<file path="config.mk">
export PLATFORM = sky130hd
export DESIGN_NAME = stopwatch_core
export DESIGN_NICKNAME = d
export VERILOG_FILES = /design/src/rtl/stopwatch_pkg.sv /design/src/rtl/stopwatch_core_bcd_decade.sv /design/src/rtl/stopwatch_core.sv
export SDC_FILE = /design/constraint.sdc
export NUM_CORES = 1
export LEC_CHECK = 0
export CAP_MARGIN = 30
export CORE_UTILIZATION = 50
export DETAILED_ROUTE_END_ITERATION = 16
export HOLD_SLACK_MARGIN = 0.1
export MAX_ROUTING_LAYER = met4
export PLACE_DENSITY = 0.72
export SYNTH_ARGS = -nofsm -noshare
export SYNTH_HDL_FRONTEND = slang
export SYNTH_HIERARCHICAL = 1
export SYNTH_SLANG_ARGS = --single-unit
</file>
<file path="constraint.sdc">
create_clock -name clk -period 9.53 [get_ports clk]
set_input_delay 0.953 -clock clk [delete_from_list [all_inputs] [get_ports clk]]
set_output_delay 0.953 -clock clk [all_outputs]
set_load 0.02 [all_outputs]
</file>
<file path="src/rtl/stopwatch_pkg.sv">
// Shared types and constants for the stopwatch core.
//   sw_state_e   : control FSM state encoding
//   bcd_time_t   : four BCD digits, index 0 = hundredths, index 3 = tens of seconds
//   an_onehot0() : active-low anode pattern for a scan index
package stopwatch_pkg;

   typedef enum logic [1:0] {
      ST_IDLE  = 2'd0,
      ST_RUN   = 2'd1,
      ST_PAUSE = 2'd2,
      ST_LAP   = 2'd3
   } sw_state_e;

   localparam int unsigned NUM_DIGITS = 4;
   localparam int unsigned DIGIT_W    = 4;
   localparam int unsigned IDX_W      = 2;
   localparam int unsigned DP_INDEX   = 2;
   localparam logic [DIGIT_W-1:0]    BCD_MAX = 4'd9;
   localparam logic [NUM_DIGITS-1:0] AN_IDLE = 4'b1111;

   typedef logic [NUM_DIGITS-1:0][DIGIT_W-1:0] bcd_time_t;

   // Drive low only the anode of the selected digit.
   function automatic logic [NUM_DIGITS-1:0] an_onehot0(input logic [IDX_W-1:0] idx);
      return AN_IDLE & ~(NUM_DIGITS'(1) << idx);
   endfunction

endpackage

</file>
<file path="src/rtl/stopwatch_core_bcd_decade.sv">
// One BCD decade of the time counter.
//   clk, reset : clock, async active-high reset
//   clr        : synchronous clear to 0 (wins over inc)
//   inc        : increment enable (tick or carry from lower decade)
//   digit      : current digit value, 0..9
//   carry_c    : combinational carry, high when inc wraps 9 -> 0
module bcd_decade
   import stopwatch_pkg::*;
(
   input  logic               clk,
   input  logic               reset,
   input  logic               clr,
   input  logic               inc,
   output logic [DIGIT_W-1:0] digit,
   output logic               carry_c
);

   logic [DIGIT_W-1:0] digit_q;
   logic [DIGIT_W-1:0] digit_d;

   // Next digit value and carry; values above 9 are treated as 9 so the digit never leaves 0..9.
   always_comb begin
      digit_d = digit_q;
      carry_c = 1'b0;
      if (clr) begin
         digit_d = '0;
      end else if (inc) begin
         if (digit_q >= BCD_MAX) begin
            digit_d = '0;
            carry_c = 1'b1;
         end else begin
            digit_d = digit_q + DIGIT_W'(1);
         end
      end
   end

   always_ff @(posedge clk or posedge reset) begin
      if (reset) digit_q <= '0;
      else       digit_q <= digit_d;
   end

   assign digit = digit_q;

endmodule

</file>
<file path="src/rtl/stopwatch_core.sv">
// Stopwatch timebase, control FSM and digit scanner.
//   clk, reset     : clock, async active-high reset
//   btn_startstop  : start/stop button level (rising edge = event)
//   btn_lap        : lap button level (rising edge = event)
//   btn_clear      : clear button level (rising edge = event)
//   digit_out      : BCD nibble of the scanned digit
//   an             : active-low digit anodes
//   dp             : active-low decimal point (lit on seconds-ones digit)
//   running        : high in RUN or LAP
//   overflow       : sticky 99.99 -> 00.00 wrap flag
module stopwatch_core
   import stopwatch_pkg::*;
#(
   parameter int unsigned TICK_DIV = 500000,
   parameter int unsigned SCAN_DIV = 50000
) (
   input  logic                  clk,
   input  logic                  reset,
   input  logic                  btn_startstop,
   input  logic                  btn_lap,
   input  logic                  btn_clear,
   output logic [DIGIT_W-1:0]    digit_out,
   output logic [NUM_DIGITS-1:0] an,
   output logic                  dp,
   output logic                  running,
   output logic                  overflow
);

   localparam int unsigned PRE_W  = (TICK_DIV > 1) ? $clog2(TICK_DIV) : 1;
   localparam int unsigned SLOT_W = (SCAN_DIV > 1) ? $clog2(SCAN_DIV) : 1;

   sw_state_e             state_q,     state_d;
   logic [PRE_W-1:0]      presc_q,     presc_d;
   logic [SLOT_W-1:0]     slot_q,      slot_d;
   logic [IDX_W-1:0]      idx_q,       idx_d;
   logic                  ss_prev_q,   lap_prev_q,  clr_prev_q;
   bcd_time_t             lap_q,       lap_d;
   logic [DIGIT_W-1:0]    digit_out_q, digit_out_d;
   logic [NUM_DIGITS-1:0] an_q,        an_d;
   logic                  dp_q,        dp_d;
   logic                  running_q,   running_d;
   logic                  overflow_q,  overflow_d;

   logic      ss_ev_c, lap_ev_c, clr_ev_c;
   logic      counting_c, tick_c, clear_c;
   logic      carry0_c, carry1_c, carry2_c, wrap_c;
   bcd_time_t live_c, disp_c;

   // Rising-edge events with fixed priority startstop > lap > clear.
   always_comb begin
      ss_ev_c  = btn_startstop & ~ss_prev_q;
      lap_ev_c = btn_lap & ~lap_prev_q & ~ss_ev_c;
      clr_ev_c = btn_clear & ~clr_prev_q & ~ss_ev_c & ~lap_ev_c;
   end

   // Control FSM next state and lap capture.
   always_comb begin
      state_d = state_q;
      lap_d   = lap_q;
      clear_c = 1'b0;
      unique case (state_q)
         ST_IDLE: begin
            if (ss_ev_c) state_d = ST_RUN;
         end
         ST_RUN: begin
            if (ss_ev_c) begin
               state_d = ST_PAUSE;
            end else if (lap_ev_c) begin
               state_d = ST_LAP;
               lap_d   = live_c;
            end
         end
         ST_LAP: begin
            if (ss_ev_c)       state_d = ST_PAUSE;
            else if (lap_ev_c) state_d = ST_RUN;
         end
         ST_PAUSE: begin
            if (ss_ev_c) begin
               state_d = ST_RUN;
            end else if (clr_ev_c) begin
               state_d = ST_IDLE;
               clear_c = 1'b1;
            end
         end
         default: state_d = ST_IDLE;
      endcase
   end

   // Prescaler only advances while counting, so PAUSE keeps the fractional hundredth.
   always_comb begin
      counting_c = (state_q == ST_RUN) || (state_q == ST_LAP);
      tick_c     = counting_c && (presc_q == PRE_W'(TICK_DIV - 1));
      presc_d    = presc_q;
      if (clear_c)     presc_d = '0;
      else if (tick_c) presc_d = '0;
      else if (counting_c) presc_d = presc_q + PRE_W'(1);
   end

   // Four-decade BCD carry chain; carry out of the top decade is the 99.99 wrap.
   bcd_decade u_d0 (.clk(clk), .reset(reset), .clr(clear_c), .inc(tick_c),
                    .digit(live_c[0]), .carry_c(carry0_c));
   bcd_decade u_d1 (.clk(clk), .reset(reset), .clr(clear_c), .inc(carry0_c),
                    .digit(live_c[1]), .carry_c(carry1_c));
   bcd_decade u_d2 (.clk(clk), .reset(reset), .clr(clear_c), .inc(carry1_c),
                    .digit(live_c[2]), .carry_c(carry2_c));
   bcd_decade u_d3 (.clk(clk), .reset(reset), .clr(clear_c), .inc(carry2_c),
                    .digit(live_c[3]), .carry_c(wrap_c));

   // Status flags.
   always_comb begin
      overflow_d = clear_c ? 1'b0 : (overflow_q | wrap_c);
      running_d  = (state_d == ST_RUN) || (state_d == ST_LAP);
   end

   // Free-running scanner; outputs are registered from the current index.
   always_comb begin
      disp_c      = (state_q == ST_LAP) ? lap_q : live_c;
      slot_d      = slot_q + SLOT_W'(1);
      idx_d       = idx_q;
      if (slot_q == SLOT_W'(SCAN_DIV - 1)) begin
         slot_d = '0;
         idx_d  = idx_q + IDX_W'(1);
      end
      digit_out_d = disp_c[idx_q];
      an_d        = an_onehot0(idx_q);
      dp_d        = (idx_q != IDX_W'(DP_INDEX));
   end

   always_ff @(posedge clk or posedge reset) begin
      if (reset) begin
         state_q     <= ST_IDLE;
         presc_q     <= '0;
         slot_q      <= '0;
         idx_q       <= '0;
         ss_prev_q   <= 1'b0;
         lap_prev_q  <= 1'b0;
         clr_prev_q  <= 1'b0;
         lap_q       <= '0;
         digit_out_q <= '0;
         an_q        <= 4'b1110;
         dp_q        <= 1'b1;
         running_q   <= 1'b0;
         overflow_q  <= 1'b0;
      end else begin
         state_q     <= state_d;
         presc_q     <= presc_d;
         slot_q      <= slot_d;
         idx_q       <= idx_d;
         ss_prev_q   <= btn_startstop;
         lap_prev_q  <= btn_lap;
         clr_prev_q  <= btn_clear;
         lap_q       <= lap_d;
         digit_out_q <= digit_out_d;
         an_q        <= an_d;
         dp_q        <= dp_d;
         running_q   <= running_d;
         overflow_q  <= overflow_d;
      end
   end

   assign digit_out = digit_out_q;
   assign an        = an_q;
   assign dp        = dp_q;
   assign running   = running_q;
   assign overflow  = overflow_q;

endmodule

</file>
==> insert_results.sql <==
INSERT INTO impl_metrics (metric_group, metric, value, unit) VALUES
('critical_path', 'required', '9.80', 'ns'),
('power_and_ir_drop', 'internal_power', '0.000647', 'W'),
('routing', 'detail_route.iter0.violations', '127', ''),
('routing', 'highest-signal-layer', 'met4', ''),
('power_and_ir_drop', 'share_comb_of_total_power', '0.231', ''),
('finish', 'final_design_area_no_fill', '0.00481', 'mm^2'),
('critical_path', 'timing_worst_setup_path_type', 'input pin to flip-flop', ''),
('power_and_ir_drop', 'p_sw_frac', '0.311', ''),
('global_routing', 'first_pass_grt_wire_length', '13.5', 'mm'),
('cts', 'tritoncts_clock_tree', 'built', ''),
('cts', 'clkLatencyLatePin', '0.35', 'ns'),
('power_and_ir_drop', 'switching_power', '0.000292', 'W'),
('synth', 'synth_nets', '427', ''),
('critical_path', 'worst_setup_path_end_kind', 'flip-flop', ''),
('flow_run', 'timing.max_cap.violations', '0', ''),
('place', 'gpl.final_weighted_congestion', '0.794', ''),
('critical_path', 'timing.critical_path.fanout_max', '29', ''),
('synth', 'warning_count_from_the_yosys_run', '6', ''),
('routing', 'drcViolationCount', '0', ''),
('routing', 'routed-via-count', '2962', ''),
('place', 'placement.io_buffers', '15', ''),
('finish', 'post_synthesis_to_final_layout_area_growth', '10.2', '%'),
('cts', 'cts_buffer_depth', '2', ''),
('routing', 'pre_repair_dr_iteration_count', '4', ''),
('routing', 'dr_wl_met3', '205', 'um'),
('routing', 'route.final.wire_length', '7.97', 'mm'),
('finish', 'fin_cells', '528', ''),
('global_routing', 'initial_antenna_violation_count', '0', ''),
('sta', 'final.period_utilization', '0.381', ''),
('synth', 'syn_inst', '404', ''),
('die', 'design.die.area', '0.00912', 'mm^2'),
('synth', 'postSynth.topFlopCell', 'sky130_fd_sc_hd__dfrtp_1', ''),
('sta', 'fmax', '276', 'MHz'),
('sta', 'report.final.slew_viol_count', '0', ''),
('sta', 'period_minus_slack', '3.63', 'ns'),
('die', 'start_util', '0.524', ''),
('power_and_ir_drop', 'powerDensity', '195', 'mW/mm^2'),
('synth', 'postSynthRegisterBits', '83', ''),
('sta', 'final-hold-violation-count', '0', ''),
('synth', 'synth.yosys.seq_area_share', '0.476', ''),
('hold_path', 'hold_path.class', 'flip-flop to flip-flop', ''),
('finish', 'finish.net_count', '441', ''),
('synth', 'post_synth.cell_area_avg', '10.8', 'um^2'),
('synth', 'post_synth_edffs', '0', ''),
('critical_path', 'timing.reg2reg.worst_path_depth', '10', ''),
('sta', 'tightest_slew', '0.932', 'ns'),
('die', 'chipWidth', '95.5', 'um'),
('cts', 'clkTransAtPathRegs', '0.08', 'ns'),
('routing', 'routedLengthMet1', '3.78', 'mm'),
('sta', 'hold-worst-slack', '0.490', 'ns'),
('sta', 'clock-skew-final', '0.0123', 'ns'),
('critical_path', 'worst_ep_arrival_time', '3.89', 'ns'),
('routing', 'routed_via_density', '5.61', ''),
('finish', 'final_layout_size_suffix_gt1_frac', '0.163', ''),
('die', 'placement_rows', '33', ''),
('run_status', 'outcome', 'completed', ''),
('sta', 'rsz_0062_raised_after_global_routing', 'no', ''),
('finish', 'num_antenna_cells', '0', ''),
('die', 'floorplan.core_area', '0.00834', 'mm^2'),
('global_routing', 'grt_pass1_vias', '2939', ''),
('global_routing', 'global_route.usage.total', '0.200', ''),
('cts', 'cts-resized-gates', '0', ''),
('sta', 'finalSetupTns', '0', 'ns'),
('synth', 'synthesis.area', '0.00437', 'mm^2'),
('power_and_ir_drop', 'power_leakage', '2.12', 'nW'),
('place', 'dp.cells', '512', ''),
('sta', 'setup_viol', '0', ''),
('power_and_ir_drop', 'clock_power_share', '0.306', ''),
('global_routing', 'overflow', '0', ''),
('synth', 'synth_cell_type_count', '54', ''),
('critical_path', 'critical_path.startpoint_type', 'input pin', '');
state kept, by name, indices dropped and copies added, names as in the netlist, 2 cells and up:
register	flops
idx_q	2
u_d1/digit	4
digit_out	4
slot_q	16
u_d0/digit	4
u_d3/digit	4
lap_q	16
an	3
u_d2/digit	4
presc_q	19
cells by family after synthesis:
group,after synthesis,synth area share
XOR/XNOR,12,0.0241
adder cells (fa/ha/maj),18,0.0515
buffers and inverters,44,0.0447
flip-flops,83,0.476
AND/OR/NAND/NOR,147,0.184
AO/OA/AOI/OAI,67,0.116
multiplexers,33,0.103
layout make-up:
class                   count  area [um^2]
clock buffers              11          141
well taps                 105          131
multi-input cells         277         2090
fillers                   718         3530
clock inverters             5         85.1
repair buffers             18          173
inverters                  29          109
flip-flops and latches     83         2080
per-layer routing:
metal  GRT usage  up-vias
li1            -     1448
met1       0.252     1470
met2       0.318       34
met4      0.0759        0
met5           -        -
met3      0.0407       10
stage by stage:
step / setup slack (ns) / util
final: 5.90 / 0.577
after global routing: 5.72 / 0.577
after CTS: 5.93 / 0.577
after detailed placement: 5.54 / 0.550
after global placement: 5.69 / 0.550
after floorplan: 5.67 / -
cells in the mapped netlist (5+ instances only):
library cell               instances  area [um^2]
sky130_fd_sc_hd__nor3_1            6         30.0
sky130_fd_sc_hd__nand4_1           8         50.1
sky130_fd_sc_hd__a21oi_1          17         85.1
sky130_fd_sc_hd__nand2b_1         14         87.6
sky130_fd_sc_hd__dfrtp_1          80         2000
sky130_fd_sc_hd__ha_1             18          225
sky130_fd_sc_hd__xor2_1            5         43.8
sky130_fd_sc_hd__o21ai_0           7         35.0
sky130_fd_sc_hd__mux2_2           17          191
sky130_fd_sc_hd__buf_4             5         37.5
sky130_fd_sc_hd__nand3b_1          8         60.1
sky130_fd_sc_hd__clkbuf_1          5         18.8
sky130_fd_sc_hd__a21boi_2          8         90.1
sky130_fd_sc_hd__o22ai_1           6         37.5
sky130_fd_sc_hd__nand3_1          16         80.1
sky130_fd_sc_hd__nand2_1          44          165
sky130_fd_sc_hd__xnor2_1           7         61.3
sky130_fd_sc_hd__inv_1            29          109
sky130_fd_sc_hd__nor2_1           20         75.1
sky130_fd_sc_hd__mux2i_1           8         80.1
sky130_fd_sc_hd__mux4_2            8          180
cells in the final DEF (no fill, tap or decap), types with 10 or more instances in the layout:
master and count:
sky130_fd_sc_hd__dfrtp_1 80, sky130_fd_sc_hd__clkdlybuf4s50_1 15, sky130_fd_sc_hd__nand3_1 16, sky130_fd_sc_hd__mux2_2 17
sky130_fd_sc_hd__nor2_1 20, sky130_fd_sc_hd__a21oi_1 17, sky130_fd_sc_hd__clkbuf_8 10, sky130_fd_sc_hd__nand2b_1 14
sky130_fd_sc_hd__ha_1 18, sky130_fd_sc_hd__nand2_1 44, sky130_fd_sc_hd__inv_1 28
worst paths after layout:
kind	start	to	slack (ns)
max reg2reg	presc_q[7]	u_d3/digit[2]	6.11
max in group asynchronous	reset	presc_q[11]	7.65
max	btn_startstop	u_d3/digit[2]	5.90
min reg2reg	slot_q[15]	slot_q[15]	0.49
min	slot_q[15]	slot_q[15]	0.49
min in group asynchronous	reset	overflow	0.90
power by group through the flow:
stage | clock network, W | logic, W | registers, W
floorplan | 0 | 0.000166 | 0.000437
global placement | 0 | 0.000212 | 0.000439
detailed placement | 0 | 0.000219 | 0.000442
CTS | 0.000295 | 0.000220 | 0.000435
global route | 0.000308 | 0.000245 | 0.000440
finish | 0.000287 | 0.000217 | 0.000434
critical path: stages:
cell and delay, ns:
sky130_fd_sc_hd__clkdlybuf4s50_1 0.48, sky130_fd_sc_hd__nand2b_1 0.13, sky130_fd_sc_hd__and4b_1 0.27, sky130_fd_sc_hd__nand2_1 0.08, sky130_fd_sc_hd__nor2_1 0.04, sky130_fd_sc_hd__buf_4 0.22, sky130_fd_sc_hd__and3b_1 0.44, sky130_fd_sc_hd__and3b_1 0.42
sky130_fd_sc_hd__and3b_1 0.41, sky130_fd_sc_hd__and2b_1 0.17, sky130_fd_sc_hd__a21oi_1 0.07, sky130_fd_sc_hd__a211oi_2 0.20
(Power assumes the default switching activity.)
